[src/rtl/pipe_stage_reg.sv]
// Generic inter-stage pipeline register with bubble insertion, hold watchdog and
// optional performance counters (enabled by defining PIPE_STAGE_PERF_EN).
module pipe_stage_reg #(
  parameter int unsigned        DATA_W   = 128,
  parameter int unsigned        KEEP_W   = 44,
  parameter logic [DATA_W-1:0]  DATA_NOP = '0,
  parameter logic [KEEP_W-1:0]  KEEP_RST = KEEP_W'(44'h10),
  parameter int unsigned        STALL_W  = 4,
  parameter int unsigned        STAGE    = 2,
  parameter int unsigned        HOLD_MAX = 15
) (
  input  logic              clk,
  input  logic              rst_n,
  input  logic [STALL_W-1:0] stall,
  input  logic              flush,
  input  logic              in_valid,
  input  logic [DATA_W-1:0] in_data,
  input  logic [KEEP_W-1:0] in_keep,
  output logic              out_valid,
  output logic              out_bubble,
  output logic [DATA_W-1:0] out_data,
  output logic [KEEP_W-1:0] out_keep,
  output logic [7:0]        hold_cnt,
  output logic              hold_timeout,
  output logic [15:0]       perf_stall_cycles,
  output logic [15:0]       perf_bubbles
);

  localparam int unsigned CNT_W = 8;
  localparam logic [CNT_W-1:0] CNT_MAX  = '1;
  localparam logic [CNT_W-1:0] HOLD_LIM = CNT_W'(HOLD_MAX);

  logic              r_valid;
  logic              r_bubble;
  logic [DATA_W-1:0] r_data;
  logic [KEEP_W-1:0] r_keep;
  logic [CNT_W-1:0]  r_hold_cnt;
  logic              r_hold_timeout;

  logic              w_s_here;
  logic              w_s_down;
  logic              w_bubble;
  logic              w_hold;
  logic              w_advance;
  logic              w_valid_nxt;
  logic              w_bubble_nxt;
  logic [DATA_W-1:0] w_data_nxt;
  logic [KEEP_W-1:0] w_keep_nxt;
  logic [CNT_W-1:0]  w_hold_nxt;

  assign w_s_here = stall[STAGE];

  // The last stage has no downstream stall bit.
  if (STAGE + 1 < STALL_W) begin : g_down
    assign w_s_down = stall[STAGE+1];
  end else begin : g_no_down
    assign w_s_down = 1'b0;
  end

  assign w_bubble  = !flush &&  w_s_here && !w_s_down;
  assign w_hold    = !flush &&  w_s_here &&  w_s_down;
  assign w_advance = !flush && !w_s_here;

  // Next-state selection in priority order: flush, bubble, hold, advance.
  always_comb begin
    w_valid_nxt  = r_valid;
    w_bubble_nxt = r_bubble;
    w_data_nxt   = r_data;
    w_keep_nxt   = r_keep;
    w_hold_nxt   = '0;
    if (flush) begin
      w_valid_nxt  = 1'b0;
      w_bubble_nxt = 1'b0;
      w_data_nxt   = '0;
      w_keep_nxt   = KEEP_RST;
    end else if (w_bubble) begin
      w_valid_nxt  = 1'b0;
      w_bubble_nxt = 1'b1;
      w_data_nxt   = DATA_NOP;
      w_keep_nxt   = in_keep;
    end else if (w_hold) begin
      w_hold_nxt = (r_hold_cnt == CNT_MAX) ? r_hold_cnt : r_hold_cnt + CNT_W'(1);
    end else if (w_advance) begin
      w_valid_nxt  = in_valid;
      w_bubble_nxt = 1'b0;
      w_data_nxt   = in_data;
      w_keep_nxt   = in_keep;
    end
  end

  always_ff @(posedge clk or negedge rst_n) begin
    if (!rst_n) begin
      r_valid        <= 1'b0;
      r_bubble       <= 1'b0;
      r_data         <= '0;
      r_keep         <= KEEP_RST;
      r_hold_cnt     <= '0;
      r_hold_timeout <= 1'b0;
    end else begin
      r_valid        <= w_valid_nxt;
      r_bubble       <= w_bubble_nxt;
      r_data         <= w_data_nxt;
      r_keep         <= w_keep_nxt;
      r_hold_cnt     <= w_hold_nxt;
      r_hold_timeout <= (w_hold_nxt >= HOLD_LIM);
    end
  end

  assign out_valid    = r_valid;
  assign out_bubble   = r_bubble;
  assign out_data     = r_data;
  assign out_keep     = r_keep;
  assign hold_cnt     = r_hold_cnt;
  assign hold_timeout = r_hold_timeout;

`ifdef PIPE_STAGE_PERF_EN
  logic [15:0] r_perf_stall;
  logic [15:0] r_perf_bub;

  // Saturating counters; flush deliberately leaves them untouched.
  always_ff @(posedge clk or negedge rst_n) begin
    if (!rst_n) begin
      r_perf_stall <= '0;
      r_perf_bub   <= '0;
    end else begin
      if ((w_hold || w_bubble) && (r_perf_stall != 16'hFFFF)) begin
        r_perf_stall <= r_perf_stall + 16'd1;
      end
      if (w_bubble && (r_perf_bub != 16'hFFFF)) begin
        r_perf_bub <= r_perf_bub + 16'd1;
      end
    end
  end

  assign perf_stall_cycles = r_perf_stall;
  assign perf_bubbles      = r_perf_bub;
`else
  assign perf_stall_cycles = '0;
  assign perf_bubbles      = '0;
`endif

endmodule

[config.mk]
export PLATFORM = sky130hd
export DESIGN_NAME = pipe_stage_reg
export DESIGN_NICKNAME = d
export VERILOG_FILES = /design/src/rtl/pipe_stage_reg.sv
export SDC_FILE = /design/constraint.sdc
export NUM_CORES = 1
export LEC_CHECK = 0
export ABC_AREA = 1
export CAP_MARGIN = 20
export CORE_AREA = 2 2 152 154
export DETAILED_ROUTE_END_ITERATION = 7
export DIE_AREA = 0 0 154 156
export PLACE_DENSITY = 0.72
export REMOVE_ABC_BUFFERS = 1
export SETUP_SLACK_MARGIN = 0.2
export SLEW_MARGIN = 30
export SYNTH_ARGS = -nofsm -noshare
export SYNTH_HDL_FRONTEND = slang
export SYNTH_SLANG_ARGS = --single-unit
[constraint.sdc]
create_clock -name clk -period 4.48 [get_ports clk]
set_clock_uncertainty 0.15 [all_clocks]
set_input_delay 0.896 -clock clk [delete_from_list [all_inputs] [get_ports clk]]
set_output_delay 0.896 -clock clk [all_outputs]
set_load 0.01 [all_outputs]
==> results of run 1 <==
-- sequential cells by signal, indices dropped and copies added, names as in the netlist --
signal and cells:
out_bubble 1, out_valid 1, out_keep 44, hold_cnt 8
hold_timeout 1, out_data 128
-- synthesized netlist by cell type --
cell type,n
nand3_4,1
o21a_1,1
ha_1,1
a21oi_1,1
or2_1,1
o21ai_0,131
o21bai_1,1
clkbuf_2,1
dfstp_2,1
dfrtp_1,182
clkbuf_1,24
inv_4,1
buf_4,38
nand3b_1,2
conb_1,1
nand2_1,238
nor3_1,1
inv_1,145
nor2_1,11
inv_2,1
nand3_1,55
buf_2,10
-- power groups by stage --
stage / sequential, mW / clock (mW) / combinational, mW
after detailed placement: 1.81 / 0 / 0.562
after global placement: 1.81 / 0 / 0.556
after global routing: 1.79 / 1.57 / 0.605
final: 1.78 / 1.44 / 0.554
after CTS: 1.78 / 1.49 / 0.564
after floorplan: 1.85 / 0 / 0.108
-- path summary, 6_finish.rpt --
path,from,endpoint,slack (ps),cells past startpoint
setup / recovery,stall[2],out_keep[16],1300,6
hold / removal,out_keep[4],out_keep[4],310,2
setup reg to reg,hold_cnt[0],hold_timeout,2690,9
hold reg to reg,out_keep[4],out_keep[4],310,2
max in group asynchronous,rst_n,out_data[64],2920,2
min in group asynchronous,rst_n,out_keep[20],390,1
-- critical path, cell delays in order --
cell	delay [ps]
clkdlybuf4s50_1	560
nand3_4	470
inv_4	760
buf_4	460
nand2_1	100
nand2_1	100
-- area by class of cell --
cell class	count	area, µm²
clock buffers	17	425
clock inverters	14	138
fillers	2068	10500
inverters	147	554
multi-input cells	476	2060
flip-flops and latches	183	4580
well taps	285	357
repair buffers	368	3700
-- per-layer routing --
layer  GRT usage  vias to the layer above  wire length (µm)
met3      0.0789                       32              2270
li1            -                     3212                 -
met2       0.290                      273             10200
met1       0.213                     3037              8710
met5           0                        -                 0
met4      0.0605                        0               477
-- cell families (layout without fill, tap and decap cells) --
| logic type | count (synthesis) | count (layout) | share of synthesized area |
|---|---|---|---|
| AOI/OAI and AO/OA | 134 | 134 | 0.0900 |
| DFF | 183 | 183 | 0.610 |
| and+or+nand+nor | 309 | 309 | 0.167 |
| other | 1 | 32 | 0.000499 |
| adders and majority gates | 1 | 1 | 0.00167 |
| buffers and inverters | 220 | 546 | 0.131 |
==> results.py, run 1 <==
metrics = {
    "global_route": {
        "grt_usage": 0.179,
        "grt_max_degree": 87,
        "grt_pass1_wl_mm": 34.2,
        "grt_pass1_vias": 6528,
        "grt_remaining_overflow": 0,
        "antenna_found_initial": 0,
    },
    "critical_path": {
        "crit_path_start_kind": "input pin",
        "path_max_fanout": 71,
        "worstPathRequired_ps": 4680,
        "criticalPathCategory": "in2reg",
        "endpoint_kind": "flop",
        "worstPathArrival_ps": 3380,
    },
    "power_and_ir_drop": {
        "p_leak_nw": 5.74,
        "internal-power_mw": 2.78,
        "p_sw_uw": 991,
        "combPwrFrac": 0.147,
        "ir_drop_mv": 0.237,
        "power.sequential.fraction": 0.471,
        "clkPwrFrac": 0.382,
        "p_sw_frac": 0.263,
        "power_mw": 3.77,
        "powerDensity_nw_per_um2": 319,
    },
    "clock_network": {
        "clkSinkCount": 183,
        "clock_path_buffers": 2,
        "postCtsHoldBufs": 0,
        "htree_levels": 4,
        "numCtsBuffers": 17,
        "clock_latency_ps": 420,
        "clk_pin_slew_ps": 70,
        "cts_root_buffer": "clkbuf_16",
        "cts_tree": "built",
        "post_cts_buffers": 0,
        "cts-resized-gates": 0,
    },
    "timing": {
        "period_share": 0.710,
        "hold_viol_final": 0,
        "finalSetupViolCount": 0,
        "holdWs_ps": 314,
        "slew_viol_final": 0,
        "fmax_mhz": 314,
        "setup_slack_ps": 1300,
        "finalSetupTns_ps": 0,
        "rsz0062_at_grt": "false",
        "max_slew_margin": 0.457,
        "worst_pin_slew_ps": 814,
        "fin_crit_ps": 3180,
    },
    "placed_design": {
        "routabilityCongestion": 0.805,
        "dp.cells": 1459,
        "dp_slack_ps": 844,
        "portBuffers": 360,
        "place_area_um2": 11300,
        "hpwlAfterDp_mm": 15.6,
    },
    "cells_and_area": {
        "syn2layout_area_growth_pct": 57.4,
        "stdcell_count": 1490,
        "layout_common_cells": "clkdlybuf4s50_1, nand2_1, dfrtp_1",
        "final_common_cell": "clkdlybuf4s50_1",
        "diodes": 0,
        "final_cell_area_um2": 11800,
        "drive_gt1_frac": 0.0373,
        "nets": 1374,
        "final_util": 0.529,
    },
    "synthesis": {
        "syn_avg_cell_area_um2": 8.86,
        "syn_area_um2": 7510,
        "synth_cells": 848,
        "synth_top_area_share": 0.606,
        "yosys_warnings": 0,
        "synth.area.top_cells": "dfrtp_1, nand2_1, o21ai_0, inv_1, buf_4",
        "synth_cell_type_count": 22,
        "ys_ff_latch": 183,
        "ys_seq_area_frac": 0.610,
        "synth.largest_area_cell": "dfrtp_1",
    },
    "die": {
        "initial_core_util": 0.336,
        "dieArea_um2": 24000,
        "die_w_um": 154,
        "dieHeight_um": 156,
        "core_um2": 22400,
        "fp-row-count": 55,
        "num_io_pins": 395,
    },
    "routing": {
        "viasPerCell": 4.40,
        "wl_per_cell_um": 14.6,
        "wl_mm": 21.7,
        "firstDrtPassIters": 4,
        "drt_iter0_markers": 326,
        "drc": 0,
        "vias": 6554,
        "ant_nets": 0,
    },
    "worst_hold_path": {
        "hold_path.class": "reg2reg",
    },
    "flow_run": {
        "cap_violations": 0,
    },
    "run_status": {
        "status": "finished clean",
    },
}
No activity file was read; power rests on OpenSTA's default activity.
==> inputs of run 2 (changes only) <==
CORE_AREA = 2 2 153 155   (was 2 2 152 154)
DIE_AREA = 0 0 155 157   (was 0 0 154 156)
PLACE_DENSITY = 0.71   (was 0.72)
clock period = 3.2 ns   (was 4.48 ns; I/O delays follow)
==> run 2 against run 1 <==
Effect of this change:
- largest power group unchanged
- register-to-register slack got worse by 1300 ps
- combinational power increased by 40%
- global-route usage decreased by 0.44 points
- sequential power increased by 40%
- clock-buffer cell count increased by 3
- non-clock buffer count decreased by 1
- critical path type is now reg2out
- first-iteration DRC count increased by 13%
- total power increased by 41%
==> results.py, run 2 (synthesis gave the netlist of run 1 again) <==
metrics = {
    "run_status": {
        "status": "finished clean",
    },
    "cells_and_area": {
        "nets": 1373,
        "largest_reg_flops": 128,
        "syn2layout_area_growth_pct": 57.7,
        "final_cell_area_um2": 11800,
        "drive_gt1_frac": 0.0365,
        "diodes": 0,
        "final_util": 0.526,
        "layout_common_cells": "clkdlybuf4s50_1, nand2_1, dfrtp_1",
        "final_common_cell": "clkdlybuf4s50_1",
    },
    "global_route": {
        "grt_max_degree": 130,
        "grt_usage": 0.174,
        "grt_pass1_wl_mm": 33.8,
        "grt_remaining_overflow": 0,
        "grt_pass1_vias": 6352,
        "antenna_found_initial": 0,
    },
    "timing": {
        "finalSetupTns_ps": 0,
        "hold_viol_final": 0,
        "fin_crit_ps": 2250,
        "setup_slack_ps": 946,
        "holdWs_ps": 12.3,
        "max_slew_margin": 0.606,
        "period_share": 0.704,
        "rsz0062_at_grt": "false",
        "finalSetupViolCount": 0,
        "fmax_mhz": 444,
        "slew_viol_final": 0,
        "worst_pin_slew_ps": 591,
    },
    "critical_path": {
        "cp_num_buf_inv": 1,
        "path_delay_family": "flip-flops",
        "criticalPathCategory": "reg2out",
        "cpMaxStageDelayCell": "dfstp_2",
        "path_max_fanout": 2,
        "worstPathArrival_ps": 1460,
        "critical_path.cell_chain": "clkdlybuf4s50_1",
        "endpoint_kind": "primary output",
        "max_stage_delay_ps": 530,
        "crit_path_start_kind": "flop",
        "worstPathRequired_ps": 2410,
    },
    "die": {
        "core_um2": 22500,
        "fp-row-count": 55,
        "initial_core_util": 0.334,
        "num_io_pins": 395,
        "dieHeight_um": 157,
        "die_w_um": 155,
        "dieArea_um2": 24300,
    },
    "routing": {
        "wl_per_cell_um": 14.4,
        "highest_layer": "met4",
        "viasPerCell": 4.34,
        "wl_mm": 21.5,
        "firstDrtPassIters": 4,
        "drc": 0,
        "wl_met3_mm": 2.13,
        "wl_met1_mm": 8.93,
        "ant_nets": 0,
        "vias": 6469,
        "drt_iter0_markers": 369,
        "dr_wl_met2_mm": 10.1,
    },
    "placed_design": {
        "portBuffers": 360,
        "dp_slack_ps": 733,
        "hpwlAfterDp_mm": 15.2,
        "place_area_um2": 11300,
        "routabilityCongestion": 0.796,
    },
    "clock_network": {
        "clk_pin_slew_ps": 80,
        "post_cts_buffers": 0,
        "clkSinkCount": 183,
        "cts_tree": "built",
        "htree_levels": 4,
        "postCtsHoldBufs": 0,
        "numCtsBuffers": 17,
        "clock_path_buffers": 2,
        "cts_root_buffer": "clkbuf_16",
        "clock_latency_ps": 420,
        "cts-resized-gates": 0,
    },
    "flow_run": {
        "cap_violations": 0,
    },
    "power_and_ir_drop": {
        "powerDensity_nw_per_um2": 448,
        "p_leak_nw": 5.73,
        "ir_drop_mv": 0.288,
    },
    "worst_hold_path": {
        "hold_path.class": "in2async",
    },
}
## run 2: worst paths after layout
path	endpoint	cells past startpoint	from	slack (ps)
setup / recovery	out_keep[4]	1	out_keep[4]	950
hold / removal	out_keep[40]	1	rst_n	10
setup reg to reg	hold_timeout	9	hold_cnt[0]	1420
hold reg to reg	out_keep[4]	2	out_keep[4]	320
max in group asynchronous	out_keep[4]	2	rst_n	2060
min in group clk	out_keep[4]	2	out_keep[4]	320
## run 2: per-stage QoR
stage	total power, mW	std cells
6_report	5.31	1490
3_3_place_gp	3.31	1458
3_5_place_dp	3.32	1458
4_1_cts	5.39	1490
2_1_floorplan	2.74	806
5_1_grt	5.58	1490
## run 2: area by class of cell
| type | instances | area (µm²) |
|---|---|---|
| Tap cell | 285 | 357 |
| Fill cell | 2050 | 10700 |
| Timing Repair Buffer | 367 | 3720 |
| Multi-Input combinational cell | 476 | 2060 |
| Inverter | 147 | 554 |
| Clock inverter | 12 | 109 |
| Sequential cell | 183 | 4580 |
| Clock buffer | 20 | 457 |
## run 2: per-layer routing
metal	GRT usage	vias to the layer above
li1	-	3208
met1	0.212	2953
met4	0.0564	0
met3	0.0680	29
met2	0.286	279
met5	0	-
## run 2: report_power, final
part           switching, mW  internal [mW]
registers             0.0622           2.43
logic                  0.335          0.441
clock network          0.974           1.07
==> inputs of run 3 (changes only) <==
clock period = 2.2 ns   (was 3.2 ns; I/O delays follow)
==> run 3 against run 2 <==
Effect of this change:
- clock-buffer cell count down 1
- global-route usage up 0.19 points
- first-iteration DRC count down 19%
- clock power up 45%
- core utilization up 0.72 points
- highest routed layer unchanged
==> results.py, run 3 (synthesis gave the netlist of run 1 again) <==
metrics = {
    "worst_hold_path": {
        "hold_path.class": "reg2reg",
    },
    "die": {
        "die_w_um": 155,
        "num_io_pins": 395,
        "initial_core_util": 0.334,
        "fp-row-count": 55,
        "core_um2": 22500,
        "dieArea_um2": 24300,
        "dieHeight_um": 157,
    },
    "run_status": {
        "status": "finished clean",
    },
    "critical_path": {
        "worstPathRequired_ps": 1610,
        "criticalPathCategory": "reg2out",
        "path_delay_family": "buffers and inverters",
        "critical_path.cell_chain": "clkdlybuf4s50_1",
        "crit_path_start_kind": "flop",
        "cp_num_buf_inv": 1,
        "path_max_fanout": 2,
        "endpoint_kind": "primary output",
        "cpMaxStageDelayCell": "clkdlybuf4s50_1",
        "max_stage_delay_ps": 580,
        "worstPathArrival_ps": 1360,
    },
    "global_route": {
        "grt_pass1_vias": 6573,
        "grt_pass1_wl_mm": 33.8,
        "antenna_found_initial": 0,
        "grt_remaining_overflow": 0,
        "grt_max_degree": 78,
        "grt_usage": 0.176,
    },
    "timing": {
        "setup_slack_ps": 250,
        "period_share": 0.887,
        "slew_viol_final": 0,
        "fmax_mhz": 513,
        "rsz0062_at_grt": "false",
        "finalSetupViolCount": 0,
        "hold_viol_final": 0,
        "fin_crit_ps": 1950,
        "holdWs_ps": 314,
    },
    "cells_and_area": {
        "nFillCells": 2090,
        "stdcell_count": 1501,
        "syn2layout_area_growth_pct": 59.8,
        "nets": 1385,
        "final_cell_area_um2": 12000,
        "final_common_cell": "clkdlybuf4s50_1",
        "final_util": 0.534,
        "largest_reg_flops": 128,
        "layout_common_cells": "clkdlybuf4s50_1, nand2_1, dfrtp_1",
        "drive_gt1_frac": 0.0452,
        "diodes": 0,
    },
    "routing": {
        "viasPerCell": 4.37,
        "firstDrtPassIters": 4,
        "drt_iter0_markers": 298,
        "wl_per_cell_um": 14.5,
        "vias": 6563,
        "ant_nets": 0,
        "drc": 0,
        "wl_mm": 21.8,
    },
    "placed_design": {
        "portBuffers": 360,
        "routabilityCongestion": 0.791,
        "dp_slack_ps": 51.8,
        "place_area_um2": 11400,
        "hpwlAfterDp_mm": 16.0,
        "dp.cells": 1468,
    },
    "clock_network": {
        "cts_tree": "built",
        "cts_root_buffer": "clkbuf_16",
        "clock_latency_ps": 420,
        "clk_pin_slew_ps": 70,
        "numCtsBuffers": 17,
        "htree_levels": 4,
        "clock_path_buffers": 2,
        "clkSinkCount": 183,
    },
    "power_and_ir_drop": {
        "ir_drop_mv": 0.419,
        "p_leak_nw": 5.99,
        "powerDensity_nw_per_um2": 643,
    },
    "flow_run": {
        "cap_violations": 0,
    },
}
==> run 3: cell types whose count changed in the layout (fill, tap and decap cells not counted), moves of 5 or more <==
| cell | delta |
|---|---|
| dlymetal6s2s_1 | +8 |
| clkdlybuf4s50_1 | -18 |
| buf_12 | +5 |
| dlygate4sd2_1 | +10 |
| buf_4 | +6 |
==> run 3: report_power, final <==
part	internal (mW)	switching [mW]
Combinational	0.656	0.492
Clock	1.55	1.40
Sequential	3.53	0.0931
==> run 3: routing by layer <==
metal	up-vias	wire length, µm	global-route usage
met4	0	540	0.0670
met2	269	10400	0.295
met5	-	0	0
met3	36	2120	0.0666
li1	3236	-	-
met1	3022	8740	0.207
==> run 3: worst paths after layout <==
check	startpoint	endpoint	slack, ps	cells after the start
worst max-delay path	out_data[8]	out_data[8]	250	1
worst min-delay path	out_keep[4]	out_keep[4]	310	2
worst max register to register	hold_cnt[0]	hold_timeout	430	9
worst min register to register	out_keep[4]	out_keep[4]	310	2
max in group asynchronous	rst_n	out_data[52]	840	3
min in group asynchronous	rst_n	out_keep[40]	340	2
==> run 3: area by class of cell <==
cell class              count  area, µm²  area share
multi-input cells         476       2060       0.172
clock inverters            12        111     0.00928
repair buffers            379       3880       0.324
inverters                 147        554      0.0462
flip-flops and latches    183       4580       0.382
well taps                 285        357      0.0297
clock buffers              19        453      0.0377
==> run 3: metrics by stage <==
stage	setup TNS (ps)	power, mW
after floorplan	-83440	3.98
after CTS	0	7.84
after detailed placement	0	4.85
after global routing	0	8.10
final	0	7.72
after global placement	0	4.84
==> run 3: timing repair <==
| action | 4_1_cts | 5_1_grt |
|---|---|---|
| hold endpoints to repair | 28 | 0 |
| buffers inserted | 1 | 0 |
| hold buffers | 1 | 0 |
| gates resized for setup | 10 | 8 |
| endpoints found under the setup margin | 11 | 8 |
